==> config.mk <==
export PLATFORM = sky130hd
export DESIGN_NAME = fifo_vector_packer_flat
export DESIGN_NICKNAME = d
export VERILOG_FILES = /design/src/rtl/fifo_vector_packer_if.sv /design/src/rtl/fifo_vector_packer.sv /design/src/flat_wrapper.sv
export SDC_FILE = /design/constraint.sdc
export NUM_CORES = 1
export LEC_CHECK = 0
export ABC_AREA = 1
export CORE_AREA = 2 2 406 408
export DETAILED_ROUTE_END_ITERATION = 16
export DIE_AREA = 0 0 408 410
export SLEW_MARGIN = 0
export SYNTH_ARGS = -nofsm -noshare
export SYNTH_HDL_FRONTEND = slang
export SYNTH_SLANG_ARGS = --single-unit
==> constraint.sdc <==
create_clock -name clk -period 2.5 [get_ports clk]
set_clock_uncertainty 0.2 [all_clocks]
set_input_delay 0.625 -clock clk [delete_from_list [all_inputs] [get_ports clk]]
set_output_delay 0.625 -clock clk [all_outputs]
set_load 0.05 [all_outputs]
==> src/rtl/fifo_vector_packer_if.sv <==
// Packer-side bundle: FIFO read port, start control and packed vector output.
// master = packer, slave = FIFO/controller/downstream environment.
interface fifo_vector_packer_if #(
    parameter int DATA_WIDTH  = 16,
    parameter int NUM_PIXELS  = 64,
    parameter int COUNT_WIDTH = 7
);
    logic                             start;
    logic                             fifo_empty;
    logic                             fifo_rd_en;
    logic [DATA_WIDTH-1:0]            fifo_rd_data;
    logic                             fifo_rd_valid;
    logic [DATA_WIDTH*NUM_PIXELS-1:0] vector_out;
    logic                             vector_valid;
    logic                             vector_ready;
    logic                             busy;
    logic [COUNT_WIDTH:0]             pixel_count;

    modport master (
        input  start,
        input  fifo_empty,
        input  fifo_rd_data,
        input  fifo_rd_valid,
        input  vector_ready,
        output fifo_rd_en,
        output vector_out,
        output vector_valid,
        output busy,
        output pixel_count
    );

    modport slave (
        output start,
        output fifo_empty,
        output fifo_rd_data,
        output fifo_rd_valid,
        output vector_ready,
        input  fifo_rd_en,
        input  vector_out,
        input  vector_valid,
        input  busy,
        input  pixel_count
    );
endinterface

==> src/rtl/fifo_vector_packer.sv <==
// Drains NUM_PIXELS words from the pixel FIFO into one flat vector and
// holds it with valid/ready until the next layer accepts it.
module fifo_vector_packer #(
    parameter int DATA_WIDTH  = 16,
    parameter int NUM_PIXELS  = 64,
    parameter int COUNT_WIDTH = 7
) (
    input  logic                 clk,
    input  logic                 rst_n,
    fifo_vector_packer_if.master bus
);
    typedef enum logic [1:0] {
        S_IDLE    = 2'd0,
        S_COLLECT = 2'd1,
        S_DONE    = 2'd2
    } state_t;

    localparam logic [COUNT_WIDTH-1:0] LP_N    = COUNT_WIDTH'(NUM_PIXELS);
    localparam logic [COUNT_WIDTH-1:0] LP_LAST = COUNT_WIDTH'(NUM_PIXELS - 1);

    state_t                           r_state;
    logic [COUNT_WIDTH-1:0]           r_issue_cnt;
    logic [COUNT_WIDTH-1:0]           r_recv_cnt;
    logic                             r_valid;
    logic                             r_busy;
    logic [DATA_WIDTH*NUM_PIXELS-1:0] r_vec;

    logic w_rd_en;
    logic w_wr;
    logic w_last;

    // Reads stop once a full vector is issued; surplus stays in the FIFO.
    assign w_rd_en = (r_state == S_COLLECT) && !bus.fifo_empty
                     && (r_issue_cnt < LP_N);
    assign w_wr    = (r_state == S_COLLECT) && bus.fifo_rd_valid;
    assign w_last  = w_wr && (r_recv_cnt == LP_LAST);

    assign bus.fifo_rd_en   = w_rd_en;
    assign bus.vector_out   = r_vec;
    assign bus.vector_valid = r_valid;
    assign bus.busy         = r_busy;
    assign bus.pixel_count  = {1'b0, r_recv_cnt};

    // Control FSM: counters, registered valid and busy.
    always_ff @(posedge clk or negedge rst_n) begin
        if (!rst_n) begin
            r_state     <= S_IDLE;
            r_issue_cnt <= '0;
            r_recv_cnt  <= '0;
            r_valid     <= 1'b0;
            r_busy      <= 1'b0;
        end else begin
            unique case (r_state)
                S_IDLE: begin
                    if (bus.start) begin
                        r_state     <= S_COLLECT;
                        r_issue_cnt <= '0;
                        r_recv_cnt  <= '0;
                        r_busy      <= 1'b1;
                    end
                end
                S_COLLECT: begin
                    if (w_rd_en)
                        r_issue_cnt <= r_issue_cnt + 1'b1;
                    if (w_wr)
                        r_recv_cnt <= r_recv_cnt + 1'b1;
                    if (w_last) begin
                        r_state <= S_DONE;
                        r_valid <= 1'b1;
                    end
                end
                S_DONE: begin
                    if (bus.vector_ready) begin
                        r_state <= S_IDLE;
                        r_valid <= 1'b0;
                        r_busy  <= 1'b0;
                    end
                end
                default: r_state <= S_IDLE;
            endcase
        end
    end

    // Slot write: each returned word lands at slot recv_cnt.
    always_ff @(posedge clk or negedge rst_n) begin
        if (!rst_n) begin
            r_vec <= '0;
        end else if (w_wr) begin
            for (int i = 0; i < NUM_PIXELS; i++) begin
                if (r_recv_cnt == COUNT_WIDTH'(i))
                    r_vec[i*DATA_WIDTH +: DATA_WIDTH] <= bus.fifo_rd_data;
            end
        end
    end
endmodule

==> src/flat_wrapper.sv <==
// flat-port wrapper written by rule: the top's interface ports become plain ports
module fifo_vector_packer_flat 
#(
    parameter int DATA_WIDTH  = 16,
    parameter int NUM_PIXELS  = 64,
    parameter int COUNT_WIDTH = 7
)
  (clk, rst_n, bus_start, bus_fifo_empty, bus_fifo_rd_data, bus_fifo_rd_valid, bus_vector_ready, bus_fifo_rd_en, bus_vector_out, bus_vector_valid, bus_busy, bus_pixel_count);
  fifo_vector_packer_if #(.DATA_WIDTH(DATA_WIDTH), .NUM_PIXELS(NUM_PIXELS), .COUNT_WIDTH(COUNT_WIDTH)) bus_i ();
  input  logic clk;
  input  logic rst_n;
  input wire logic [$bits(bus_i.start)-1:0] bus_start;
  input wire logic [$bits(bus_i.fifo_empty)-1:0] bus_fifo_empty;
  input wire logic [$bits(bus_i.fifo_rd_data)-1:0] bus_fifo_rd_data;
  input wire logic [$bits(bus_i.fifo_rd_valid)-1:0] bus_fifo_rd_valid;
  input wire logic [$bits(bus_i.vector_ready)-1:0] bus_vector_ready;
  output wire logic [$bits(bus_i.fifo_rd_en)-1:0] bus_fifo_rd_en;
  output wire logic [$bits(bus_i.vector_out)-1:0] bus_vector_out;
  output wire logic [$bits(bus_i.vector_valid)-1:0] bus_vector_valid;
  output wire logic [$bits(bus_i.busy)-1:0] bus_busy;
  output wire logic [$bits(bus_i.pixel_count)-1:0] bus_pixel_count;
  assign bus_i.start = bus_start;
  assign bus_i.fifo_empty = bus_fifo_empty;
  assign bus_i.fifo_rd_data = bus_fifo_rd_data;
  assign bus_i.fifo_rd_valid = bus_fifo_rd_valid;
  assign bus_i.vector_ready = bus_vector_ready;
  assign bus_fifo_rd_en = bus_i.fifo_rd_en;
  assign bus_vector_out = bus_i.vector_out;
  assign bus_vector_valid = bus_i.vector_valid;
  assign bus_busy = bus_i.busy;
  assign bus_pixel_count = bus_i.pixel_count;
  fifo_vector_packer #(.DATA_WIDTH(DATA_WIDTH), .NUM_PIXELS(NUM_PIXELS), .COUNT_WIDTH(COUNT_WIDTH)) u_core (.clk(clk), .rst_n(rst_n), .bus(bus_i));
endmodule
=== Yosys cells after proc, flatten, opt, wreduce, memory -nomap -nowiden ===
Cells that the tools add are included.

* Output and inout port bits: 1035
* Register bits after elaboration: 1042

* Order comparisons: 1
* Add/subtract/negate cells: 2
* Reductions and logical operators: 79
* Eq/ne operators: 70
* Mux-type cells: 14

{| class="wikitable"
|+ Operators with widths
! cell !! number
|-
| 7-bit by 6-bit equality test with 1-bit output (second input constant) || 32
|-
| 2-bit AND reduction || 64
|-
| 7-bit by 5-bit equality test with 1-bit output (second input constant) || 16
|-
| 7-bit by 4-bit equality test with 1-bit output (second input constant) || 8
|-
| 7-bit by 3-bit equality test with 1-bit output (second input constant) || 4
|-
| 7-bit case mux with 2 select lines || 2
|-
| 7-bit 2-to-1 mux || 3
|-
| 3-bit AND reduction || 5
|-
| 7-bit by 1-bit adder with 7-bit output (second input constant) || 2
|-
| 7-bit by 2-bit equality test with 1-bit output (second input constant) || 2
|-
| 7-bit by 1-bit equality test with 1-bit output (second input constant) || 1
|-
| 7-bit logical NOT || 1
|-
| 7-bit less-than comparator (second input constant) || 1
|-
| 2-bit 2-to-1 mux || 3
|-
| 2-bit inequality test (second input constant) || 3
|-
| 2-bit case mux with 3 select lines || 1
|-
| 2-bit nonzero test || 3
|-
| 1-bit logical AND || 4
|-
| 2-bit by 1-bit inequality test with 1-bit output (second input constant) || 2
|-
| 1-bit case mux with 2 select lines || 2
|-
| 1-bit 2-to-1 mux || 3
|-
| 2-bit by 1-bit equality test with 1-bit output (second input constant) || 1
|-
| 2-bit equality test (second input constant) || 1
|-
| 2-bit logical NOT || 1
|-
| 1-bit logical NOT || 1
|}

=== Logic depth before layout (Yosys ltp) ===
Gate-level depths: netlist of run 1.

* Depth after elaboration: 5
* Gate-level depth with buffers: 9
* Depth with buffers taken out: 8

=== Least setup slack after synthesis of run 1 ===
Ideal clock, no wire load.

* Path kind: flip-flop to flip-flop
* Start: register u_core.r_recv_cnt[1]
* End: register u_core.r_vec[21] (netlist: u_core.bus.vector_out[21])
* Path slack: 0.351 ns
* Setup time: 0.077 ns
* Data arrival time: 1.873 ns
* Cell stages (with the launch flop): 9
* Clock period less this slack: 2.149 ns
* Path buffers: 1
* Cell sequence: dfrtp_1 inv_1 ha_1 nand2_1 nor2_1 nand2_1 clkbuf_1 nand2_1 o21ai_1

* Longest elaborated chain between the ends: 2

{| class="wikitable"
|+ Ends and longest elaborated chain
! item !! RTL line !! source
|-
| start, declared || fifo_vector_packer.sv:23 || <nowiki>logic [COUNT_WIDTH-1:0] r_recv_cnt;</nowiki>
|-
| start signal, assigned || fifo_vector_packer.sv:66 || <nowiki>r_recv_cnt <= r_recv_cnt + 1'b1;</nowiki>
|-
| 7-bit by 1-bit equality test with 1-bit output || fifo_vector_packer.sv:90 || <nowiki>if (r_recv_cnt == COUNT_WIDTH'(i))</nowiki>
|-
| 2-bit AND reduction (no source line) || - ||
|-
| end signal, assigned by index || fifo_vector_packer.sv:91 || <nowiki>r_vec[i*DATA_WIDTH +: DATA_WIDTH] <= bus.fifo_rd_data;</nowiki>
|-
| end, declared || fifo_vector_packer.sv:26 || <nowiki>logic [DATA_WIDTH*NUM_PIXELS-1:0] r_vec;</nowiki>
|}

No other way between the ends.
A chain may end at the register's enable or synchronous reset.

=== Worst setup path in the final report of run 1 ===
* Start: register u_core.r_vec[477] (netlist: u_core.bus.vector_out[477])
* End: output bus_vector_out[477]

{| class="wikitable"
|+ RTL lines
! item !! RTL line !! source
|-
| end, declared || flat_wrapper.sv:18 || <nowiki>output wire logic [$bits(bus_i.vector_out)-1:0] bus_vector_out;</nowiki>
|}

No word-level cell between the ends.

==> impl_results.md, run 1 <==
* Final instance area at 57500 um^2
* Worst setup startpoint: u_core.bus.vector_out[477]
* HPWL Detailed at 119000 um
* Vias after detailed routing at 31900
* Worst slack at placement at -0.687 ns
* Placed Cells at 7011
* Worst reg2reg setup slack at 0.23 ns
* Number of buffers created by CTS at 114
* Leading cell types by count after synthesis: sky130_fd_sc_hd__nand2_1, sky130_fd_sc_hd__dfrtp_1, sky130_fd_sc_hd__o21ai_1
* CTS tree: yes
* Count of placed standard cells in the final layout, fillers left out at 7224
* Maximum number of pins on one net before global-route repair at 80
* Status: complete, no violations
* Share of post-route cells with drive strength above 1 at 0.271
* Min setup slack post-route at 0.0602 ns
* Mean post-synth cell area at 9.97 um^2
* Post-Route Hold Slack at 0.191 ns
* Most frequent cell after synthesis: sky130_fd_sc_hd__nand2_1
* Number of rows created at floorplan at 149
* Number of enable-type register cells in the synthesized netlist at 0
* Clock Root Buffer: sky130_fd_sc_hd__clkbuf_16
* Largest delay contributor family on the critical path: buffers and inverters
* Crit path DAT at 1.61 ns
* # setup viols final at 0
* Top cells by area, synth: sky130_fd_sc_hd__dfrtp_1, sky130_fd_sc_hd__nand2_1, sky130_fd_sc_hd__o21ai_1, sky130_fd_sc_hd__o21ai_0, sky130_fd_sc_hd__clkbuf_1
* P per Cell Area at 1010 nW/um^2
* Final worst path period share at 0.976
* Count of distinct cell types in the synthesized netlist at 29
* Tightest slew margin relative to the limit at 0.580
* DRC violations left at 0
* Maximum number of buffers from clock root to sink at 3
* Detailed-route wire length per cell at 23.1 um
* Required arrival time at the worst endpoint at 1.67 ns
* Top fanout value on the critical path at 2
* Cell type contributing the most total cell area after synthesis: sky130_fd_sc_hd__dfrtp_1
* Clock H-tree levels at 3
* Critical path depth in cells at 1
* Share of synthesized area occupied by flip-flops and latches at 0.681
* Startpoint of the worst-slack reg-to-reg timing path: u_core.r_recv_cnt[1]
* Wire length of the first global-routing pass at 236000 um
* Synthesized instance count at 3842
* Commonest register cell after synthesis: sky130_fd_sc_hd__dfrtp_1
* Buffers plus inverters on the worst setup path at 1
* Minimum period implied by the final worst setup slack at 2.44 ns
* Global-route usage over all layers at 0.194
* Worst Setup End Kind: output pin
* Depth of the most critical reg-to-reg path at 8
* Number of global-route vias before repair at 31300
* Worst-Skew Late Latency at 0.74 ns
* Worst setup path end: bus_vector_out[477]
* Die area at 167000 um^2
* Via density per instance at 4.42
* Clk pin slew, worst setup/hold paths at 0.06 ns
* Total detailed-routing wirelength at 167000 um
* Critical Setup Path Class: flip-flop to output pin
* Antenna Violating Nets Remaining at 0
* Worst reg2reg path endpoint: u_core.bus.vector_out[212]
* Lkg Pwr at 26.8 nW
* Die X-Extent at 408 um
* Async set or reset register ratio after synthesis at 1.00
* Number of violations of the max-capacitance limit at 0
* Final Net Count at 4972
* Number of buffer cells added on primary ports at 1055
* Post-synthesis register bit count at 1042
* Core region area at 163000 um^2
* Longest individual stage delay on the worst path at 0.51 ns
* Cell Area, Synth at 38300 um^2
* Maximum ir drop on the vdd rail at 0.980 mV
* Instance area at placement at 53000 um^2
* Launching element type of the critical path: flip-flop
* Final hold violation count at 0
* Number of warnings printed during yosys synthesis at 0
* Actual slew at the worst max-slew pin at 0.630 ns
* Setup total negative slack at 0 ns
* Die Span Y at 410 um
* Number of top-level pins at 1057
* Core utilization of the finished layout at 0.352
* Cell with the largest stage delay on the worst path: sky130_fd_sc_hd__clkdlybuf4s15_1
* Area overhead of the layout relative to synthesis at 50.2%
* Number of antenna violations at the first check in global routing at 7
* Slew Viols, Final at 0
* 1st-iter DRT viols at 2760
* GP Congestion at 0.844
* Area share of the largest cell type after synthesis at 0.681
* List of cells traversed by the critical path: clkdlybuf4s15_1
* Overall overflow remaining after global route at 0
* Post-synthesis net count at 3869
* Starting density of the core at 0.234
* Pwr Total at 58.4 mW
* Highest clock frequency the design can meet at 410 MHz
* Class of the tightest hold or removal check: input pin to asynchronous set/reset pin
* Sink count of the clock tree at 1042
* Count of TritonRoute iterations in the first routing pass at 5
-- timing repair --
action	CTS	global route
setup endpoints to repair	823	11
hold buffers	1	0
pin swaps	2	0
resized for setup	2295	10
endpoints found under the hold margin	120	0
buffers inserted	5	1
-- report_power, final --
group          switching [mW]  total [mW]  internal [mW]
clock network            7.27        16.6           9.36
logic                    15.0        20.3           5.35
registers                1.76        21.4           19.6
total                    24.0        58.4           34.3
-- placed cells by master, fill, tap and decap left out, types with 39 or more instances in the layout --
master	count
sky130_fd_sc_hd__nand2_1	1501
sky130_fd_sc_hd__dfrtp_1	1038
sky130_fd_sc_hd__clkdlybuf4s15_2	655
sky130_fd_sc_hd__o21ai_1	505
sky130_fd_sc_hd__o21ai_0	333
sky130_fd_sc_hd__buf_4	304
sky130_fd_sc_hd__clkdlybuf4s15_1	151
sky130_fd_sc_hd__buf_12	129
sky130_fd_sc_hd__clkbuf_16	116
sky130_fd_sc_hd__clkinv_2	39
-- worst min path at each step --
stage | to | slack, ns | startpoint
CTS | u_core.bus.vector_out[837] | 0.14 | rst_n
finish | u_core.bus.vector_out[837] | 0.19 | rst_n
detailed placement | u_core.bus.vector_out[408] | 0.26 | u_core.bus.vector_out[408]
global route | u_core.bus.vector_out[837] | 0.18 | rst_n
global placement | u_core.bus.vector_out[478] | 0.25 | u_core.bus.vector_out[478]
floorplan | u_core.bus.busy | 0.13 | rst_n
-- flip-flops by register name, summed over array words and instances (netlist names) --
name	count
u_core.bus.vector_out	1024
u_core.r_recv_cnt	7
u_core.bus.vector_valid	1
u_core.r_state	2
u_core.r_issue_cnt	7
u_core.bus.busy	1
-- metal layers --
metal | track usage | up-vias | part of all wire
li1 | - | 14600 | -
met4 | 0.0895 | 0 | 0.044
met1 | 0.235 | 15800 | 0.40
met2 | 0.327 | 1280 | 0.49
met5 | 0 | - | 0
met3 | 0.0458 | 298 | 0.072
-- layout make-up --
type / instances / area, um^2
Clock buffer: 160 / 3280
Inverter: 61 / 249
Timing Repair Buffer: 1272 / 14000
Multi-Input combinational cell: 2454 / 10700
Fill cell: 16400 / 106000
Antenna cell: 5 / 12.5
Clock inverter: 41 / 392
Sequential cell: 1042 / 26100
Tap cell: 2189 / 2740
-- logic make-up after synthesis --
group / Yosys count / share of synthesized area
and+or+nand+nor: 1604 / 0.168
DFF: 1042 / 0.681
AOI/OAI and AO/OA: 844 / 0.110
buffers and inverters: 346 / 0.0392
adders and majority gates: 5 / 0.00163
other: 1 / 0.0000979
(Power assumes the default switching activity.)
==> run 2, diff against run 1 <==
- CTS_CLUSTER_SIZE: not set -> 20
==> impl_results.md, run 2 (synthesis results as in run 1) <==
* Clock share of power at 0.285
* Number of top-level pins at 1057
* Internal power summed over all cells at 34.3 mW
* CTS tree: yes
* Antenna Violating Nets Remaining at 0
* List of cells traversed by the critical path: clkdlybuf4s15_1
* # setup viols final at 0
* Cell with the largest stage delay on the worst path: sky130_fd_sc_hd__clkdlybuf4s15_1
* Commonest non-fill, non-tap cell in the layout: sky130_fd_sc_hd__nand2_1
* Crit path DAT at 1.61 ns
* Part of the total power dissipated in sequential elements at 0.367
* Count of TritonRoute iterations in the first routing pass at 5
* Switching power at 24.0 mW
* Area of the multi-input gates at 10700 um^2
* 1st-iter DRT viols at 2793
* Clock H-tree levels at 3
* Flip-flop count of the largest register, all copies and words added at 1024
* Setup total negative slack at 0 ns
* DRC violations left at 0
* Worst setup startpoint: u_core.bus.vector_out[202]
* Wire length of the first global-routing pass at 236000 um
* Launching element type of the critical path: flip-flop
* Storage element area at 26100 um^2
* Worst Setup End Kind: output pin
* Area overhead of the layout relative to synthesis at 50.3%
* Required arrival time at the worst endpoint at 1.67 ns
* Core region area at 163000 um^2
* Number of violations of the max-capacitance limit at 0
* Overall overflow remaining after global route at 0
* Total detailed-routing wirelength at 167000 um
* Highest clock frequency the design can meet at 410 MHz
* Die area at 167000 um^2
* HPWL Detailed at 119000 um
* Tightest slew margin relative to the limit at 0.583
* Worst setup path end: bus_vector_out[202]
* Core utilization of the finished layout at 0.352
* Final Net Count at 4972
* Startpoint of the worst-slack reg-to-reg timing path: u_core.r_recv_cnt[1]
* Detailed-route wire length per cell at 23.1 um
* Vias after detailed routing at 32100
* GP Congestion at 0.844
* Die X-Extent at 408 um
* Actual slew at the worst max-slew pin at 0.625 ns
* Maximum number of buffers from clock root to sink at 3
* Buffers plus inverters on the worst setup path at 1
* Worst reg2reg setup slack at 0.24 ns
* Clk pin slew, worst setup/hold paths at 0.06 ns
* Class of the tightest hold or removal check: input pin to asynchronous set/reset pin
* Share of post-route cells with drive strength above 1 at 0.273
* Maximum number of pins on one net before global-route repair at 80
* Final hold violation count at 0
* Switching share of power at 0.412
* Pwr Total at 58.4 mW
* Worst reg2reg path endpoint: u_core.bus.vector_out[212]
* Number of global-route vias before repair at 31300
* Minimum period implied by the final worst setup slack at 2.44 ns
* Final worst path period share at 0.975
* Highest-count cells in the layout ignoring fill and taps: sky130_fd_sc_hd__nand2_1, sky130_fd_sc_hd__dfrtp_1, sky130_fd_sc_hd__clkdlybuf4s15_2
* Depth of the most critical reg-to-reg path at 8
* Number of buffer cells added on primary ports at 1055
* Via density per instance at 4.44
* Longest individual stage delay on the worst path at 0.52 ns
* Starting density of the core at 0.234
* Slew Viols, Final at 0
* Worst-Skew Late Latency at 0.73 ns
* Status: complete, no violations
* P per Cell Area at 1010 nW/um^2
* Global-route usage over all layers at 0.194
* Largest delay contributor family on the critical path: buffers and inverters
* Top fanout value on the critical path at 2
* Critical path depth in cells at 1
* Clock Root Buffer: sky130_fd_sc_hd__clkbuf_16
* Maximum ir drop on the vdd rail at 0.977 mV
* Critical Setup Path Class: flip-flop to output pin
* Filler Cells Inserted at 16400
* Lkg Pwr at 26.8 nW
* Number of antenna violations at the first check in global routing at 7
* Number of buffers created by CTS at 114
* Number of rows created at floorplan at 149
* Die Span Y at 410 um
* Sink count of the clock tree at 1042
* Fraction of power consumed by combinational cells at 0.348
## run 2: how the worst min path moves through the flow
stage	from	endpoint
5_1_grt	rst_n	u_core.bus.vector_out[837]
2_1_floorplan	rst_n	u_core.bus.busy
3_5_place_dp	u_core.bus.vector_out[408]	u_core.bus.vector_out[408]
6_report	rst_n	u_core.bus.vector_out[837]
3_3_place_gp	u_core.bus.vector_out[478]	u_core.bus.vector_out[478]
4_1_cts	rst_n	u_core.bus.vector_out[837]
## run 2: worst reg2reg max path: cells and delay by family, from the launching register on
family | cells | cell delay, ns
and+or+nand+nor | 4 | 0.82
DFF | 1 | 0.43
adders and majority gates | 1 | 0.31
buffers and inverters | 2 | 0.30
AOI/OAI and AO/OA | 1 | 0.09
## run 2: layout make-up
cell class / instances / share of cell area
well taps: 2189 / 0.0476
multi-input cells: 2454 / 0.187
inverters: 61 / 0.00433
diodes: 4 / 0.000174
repair buffers: 1272 / 0.244
flip-flops and latches: 1042 / 0.453
clock buffers: 163 / 0.0577
clock inverters: 42 / 0.00650
## run 2: through the flow
step	setup slack (ns)	instances	hold WS, ns	instance area, um^2
floorplan	0.351	3842	0.129	38300
global placement	-0.669	7011	0.252	53000
detailed placement	-0.687	7011	0.257	53000
CTS	0.0000595	7222	0.137	57600
global route	-0.0172	7226	0.178	57500
finish	0.0619	7227	0.190	57500
## run 2: what timing repair did
| item | 4_1_cts | 5_1_grt |
|---|---|---|
| buffers inserted | 5 | 1 |
| resized for setup | 2299 | 12 |
| hold endpoints to repair | 120 | 0 |
| endpoints found under the setup margin | 823 | 13 |
| hold buffers | 1 | 0 |
| pin swaps | 2 | 0 |
## run 2: power by group through the flow
stage | Clock (mW) | Combinational [mW] | Sequential, mW
after CTS | 17.0 | 20.5 | 21.4
final | 16.6 | 20.3 | 21.4
after floorplan | 0 | 3.12 | 30.9
after detailed placement | 0 | 21.2 | 21.6
after global routing | 17.7 | 21.4 | 21.7
after global placement | 0 | 21.1 | 21.5
## run 2: routing by layer
| metal | vias to the layer above | share of wire | track usage |
|---|---|---|---|
| li1 | 14600 | - | - |
| met1 | 15900 | 0.40 | 0.235 |
| met2 | 1303 | 0.49 | 0.327 |
| met3 | 324 | 0.071 | 0.0456 |
| met4 | 0 | 0.046 | 0.0895 |
| met5 | - | 0 | 0 |
==> run 3, diff against run 2 <==
- GPL_ROUTABILITY_DRIVEN: not set -> 0
- MAX_ROUTING_LAYER: not set -> met4
==> impl_results.md, run 3 (synthesis results as in run 1) <==
* Status: complete, no violations
* Part of the total power dissipated in sequential elements at 0.367
* Slew Viols, Final at 0
* Final Net Count at 4972
* Final hold violation count at 0
* Clock share of power at 0.285
* HPWL Detailed at 119000 um
* Lkg Pwr at 26.8 nW
* Area of the multi-input gates at 10700 um^2
* CTS tree: yes
* Switching share of power at 0.412
* Maximum number of pins on one net before global-route repair at 80
* Largest delay contributor family on the critical path: buffers and inverters
* Switching power at 24.1 mW
* Longest individual stage delay on the worst path at 0.51 ns
* Starting density of the core at 0.234
* Highest clock frequency the design can meet at 410 MHz
* Post-Route Hold Slack at 0.196 ns
* Wire length of the first global-routing pass at 236000 um
* Clk pin slew, worst setup/hold paths at 0.06 ns
* Final worst path period share at 0.976
* Number of buffer cells added on primary ports at 1055
* Flip-flop count of the largest register, all copies and words added at 1024
* Area overhead of the layout relative to synthesis at 50.3%
* Global-route usage over all layers at 0.200
* Vias after detailed routing at 31900
* List of cells traversed by the critical path: clkdlybuf4s15_1
* Storage element area at 26100 um^2
* P per Cell Area at 1020 nW/um^2
* Tightest slew margin relative to the limit at 0.586
* Number of violations of the max-capacitance limit at 0
* Share of post-route cells with drive strength above 1 at 0.273
* Number of rows created at floorplan at 149
* Clock H-tree levels at 3
* Internal power summed over all cells at 34.3 mW
* Top fanout value on the critical path at 2
* DRC violations left at 0
* Worst-Skew Late Latency at 0.74 ns
* Actual slew at the worst max-slew pin at 0.621 ns
* Number of antenna violations at the first check in global routing at 7
* Core utilization of the finished layout at 0.352
* Core region area at 163000 um^2
* Sink count of the clock tree at 1042
* Number of buffers created by CTS at 114
* Die X-Extent at 408 um
* Buffers plus inverters on the worst setup path at 1
* Filler Cells Inserted at 16400
* 1st-iter DRT viols at 2785
* Overall overflow remaining after global route at 0
* Count of TritonRoute iterations in the first routing pass at 6
* Pwr Total at 58.4 mW
* Fraction of power consumed by combinational cells at 0.348
* Number of global-route vias before repair at 31400
* Minimum period implied by the final worst setup slack at 2.44 ns
* Die Span Y at 410 um
* Cell with the largest stage delay on the worst path: sky130_fd_sc_hd__clkdlybuf4s15_1
* Highest-count cells in the layout ignoring fill and taps: sky130_fd_sc_hd__nand2_1, sky130_fd_sc_hd__dfrtp_1, sky130_fd_sc_hd__clkdlybuf4s15_2
* Min setup slack post-route at 0.0598 ns
* Worst slack at placement at -0.687 ns
* Via density per instance at 4.42
* Detailed-route wire length per cell at 23.1 um
* Required arrival time at the worst endpoint at 1.67 ns
* Commonest non-fill, non-tap cell in the layout: sky130_fd_sc_hd__nand2_1
* # setup viols final at 0
* Class of the tightest hold or removal check: input pin to asynchronous set/reset pin
* Maximum ir drop on the vdd rail at 0.982 mV
* Critical Setup Path Class: flip-flop to output pin
* Number of top-level pins at 1057
* Antenna Violating Nets Remaining at 0
* Clock Root Buffer: sky130_fd_sc_hd__clkbuf_16
* Launching element type of the critical path: flip-flop
* Die area at 167000 um^2
* Maximum number of buffers from clock root to sink at 3
* Total detailed-routing wirelength at 167000 um
* Worst Setup End Kind: output pin
* Crit path DAT at 1.62 ns
==> run 3: per-layer routing <==
layer,track usage,part of all wire,vias up
met5,-,0,-
met3,0.0415,0.065,314
met2,0.328,0.49,1233
met1,0.239,0.40,15800
li1,-,-,14600
met4,0.0866,0.043,0
==> run 3: worst reg2reg max path, cell delays in order, from the launching register on <==
cell                      delay (ns)
sky130_fd_sc_hd__dfrtp_1        0.43
sky130_fd_sc_hd__inv_1          0.12
sky130_fd_sc_hd__ha_1           0.31
sky130_fd_sc_hd__nand2_1        0.38
sky130_fd_sc_hd__nor2_1         0.19
sky130_fd_sc_hd__nand2_1        0.12
sky130_fd_sc_hd__buf_12         0.18
sky130_fd_sc_hd__nand2_1        0.15
sky130_fd_sc_hd__o21ai_0        0.09
==> run 3: layout make-up <==
cell class | instances | area share
diodes | 5 | 0.000217
inverters | 61 | 0.00433
flip-flops and latches | 1042 | 0.453
multi-input cells | 2454 | 0.186
clock buffers | 163 | 0.0577
clock inverters | 42 | 0.00650
well taps | 2189 | 0.0476
repair buffers | 1272 | 0.244
==> run 3: worst paths after layout <==
check,start,endpoint,slack [ns],cells after the start
setup / recovery,u_core.bus.vector_out[670],bus_vector_out[670],0.06,1
hold / removal,rst_n,u_core.bus.vector_out[837],0.20,2
setup reg to reg,u_core.r_recv_cnt[1],u_core.bus.vector_out[212],0.22,8
hold reg to reg,u_core.bus.vector_out[599],u_core.bus.vector_out[599],0.27,2
max in group asynchronous,rst_n,u_core.bus.vector_out[249],0.91,5
min in group clk,u_core.bus.vector_out[599],u_core.bus.vector_out[599],0.27,2
==> run 3: power by group through the flow <==
stage | clock, mW | sequential [mW] | combinational [mW]
finish | 16.7 | 21.4 | 20.3
global route | 17.7 | 21.7 | 21.4
CTS | 17.0 | 21.4 | 20.5
detailed placement | 0 | 21.6 | 21.2
global placement | 0 | 21.5 | 21.1
floorplan | 0 | 30.9 | 3.12
==> run 3: metrics by stage <==
stage / setup TNS (ns) / instance area [um^2] / std cells
final: 0 / 57500 / 7228
after global routing: -0.0186 / 57500 / 7226
after CTS: 0 / 57600 / 7222
after detailed placement: -161.12 / 53000 / 7011
after global placement: -153.14 / 53000 / 7011
after floorplan: 0 / 38300 / 3842
==> run 3: repair_timing <==
item                       4_1_cts  5_1_grt
setup endpoints to repair      823       12
pin swaps                        2        0
buffers inserted                 5        1
hold buffers                     1        0
resized for setup             2299       11
hold endpoints to repair       120        0
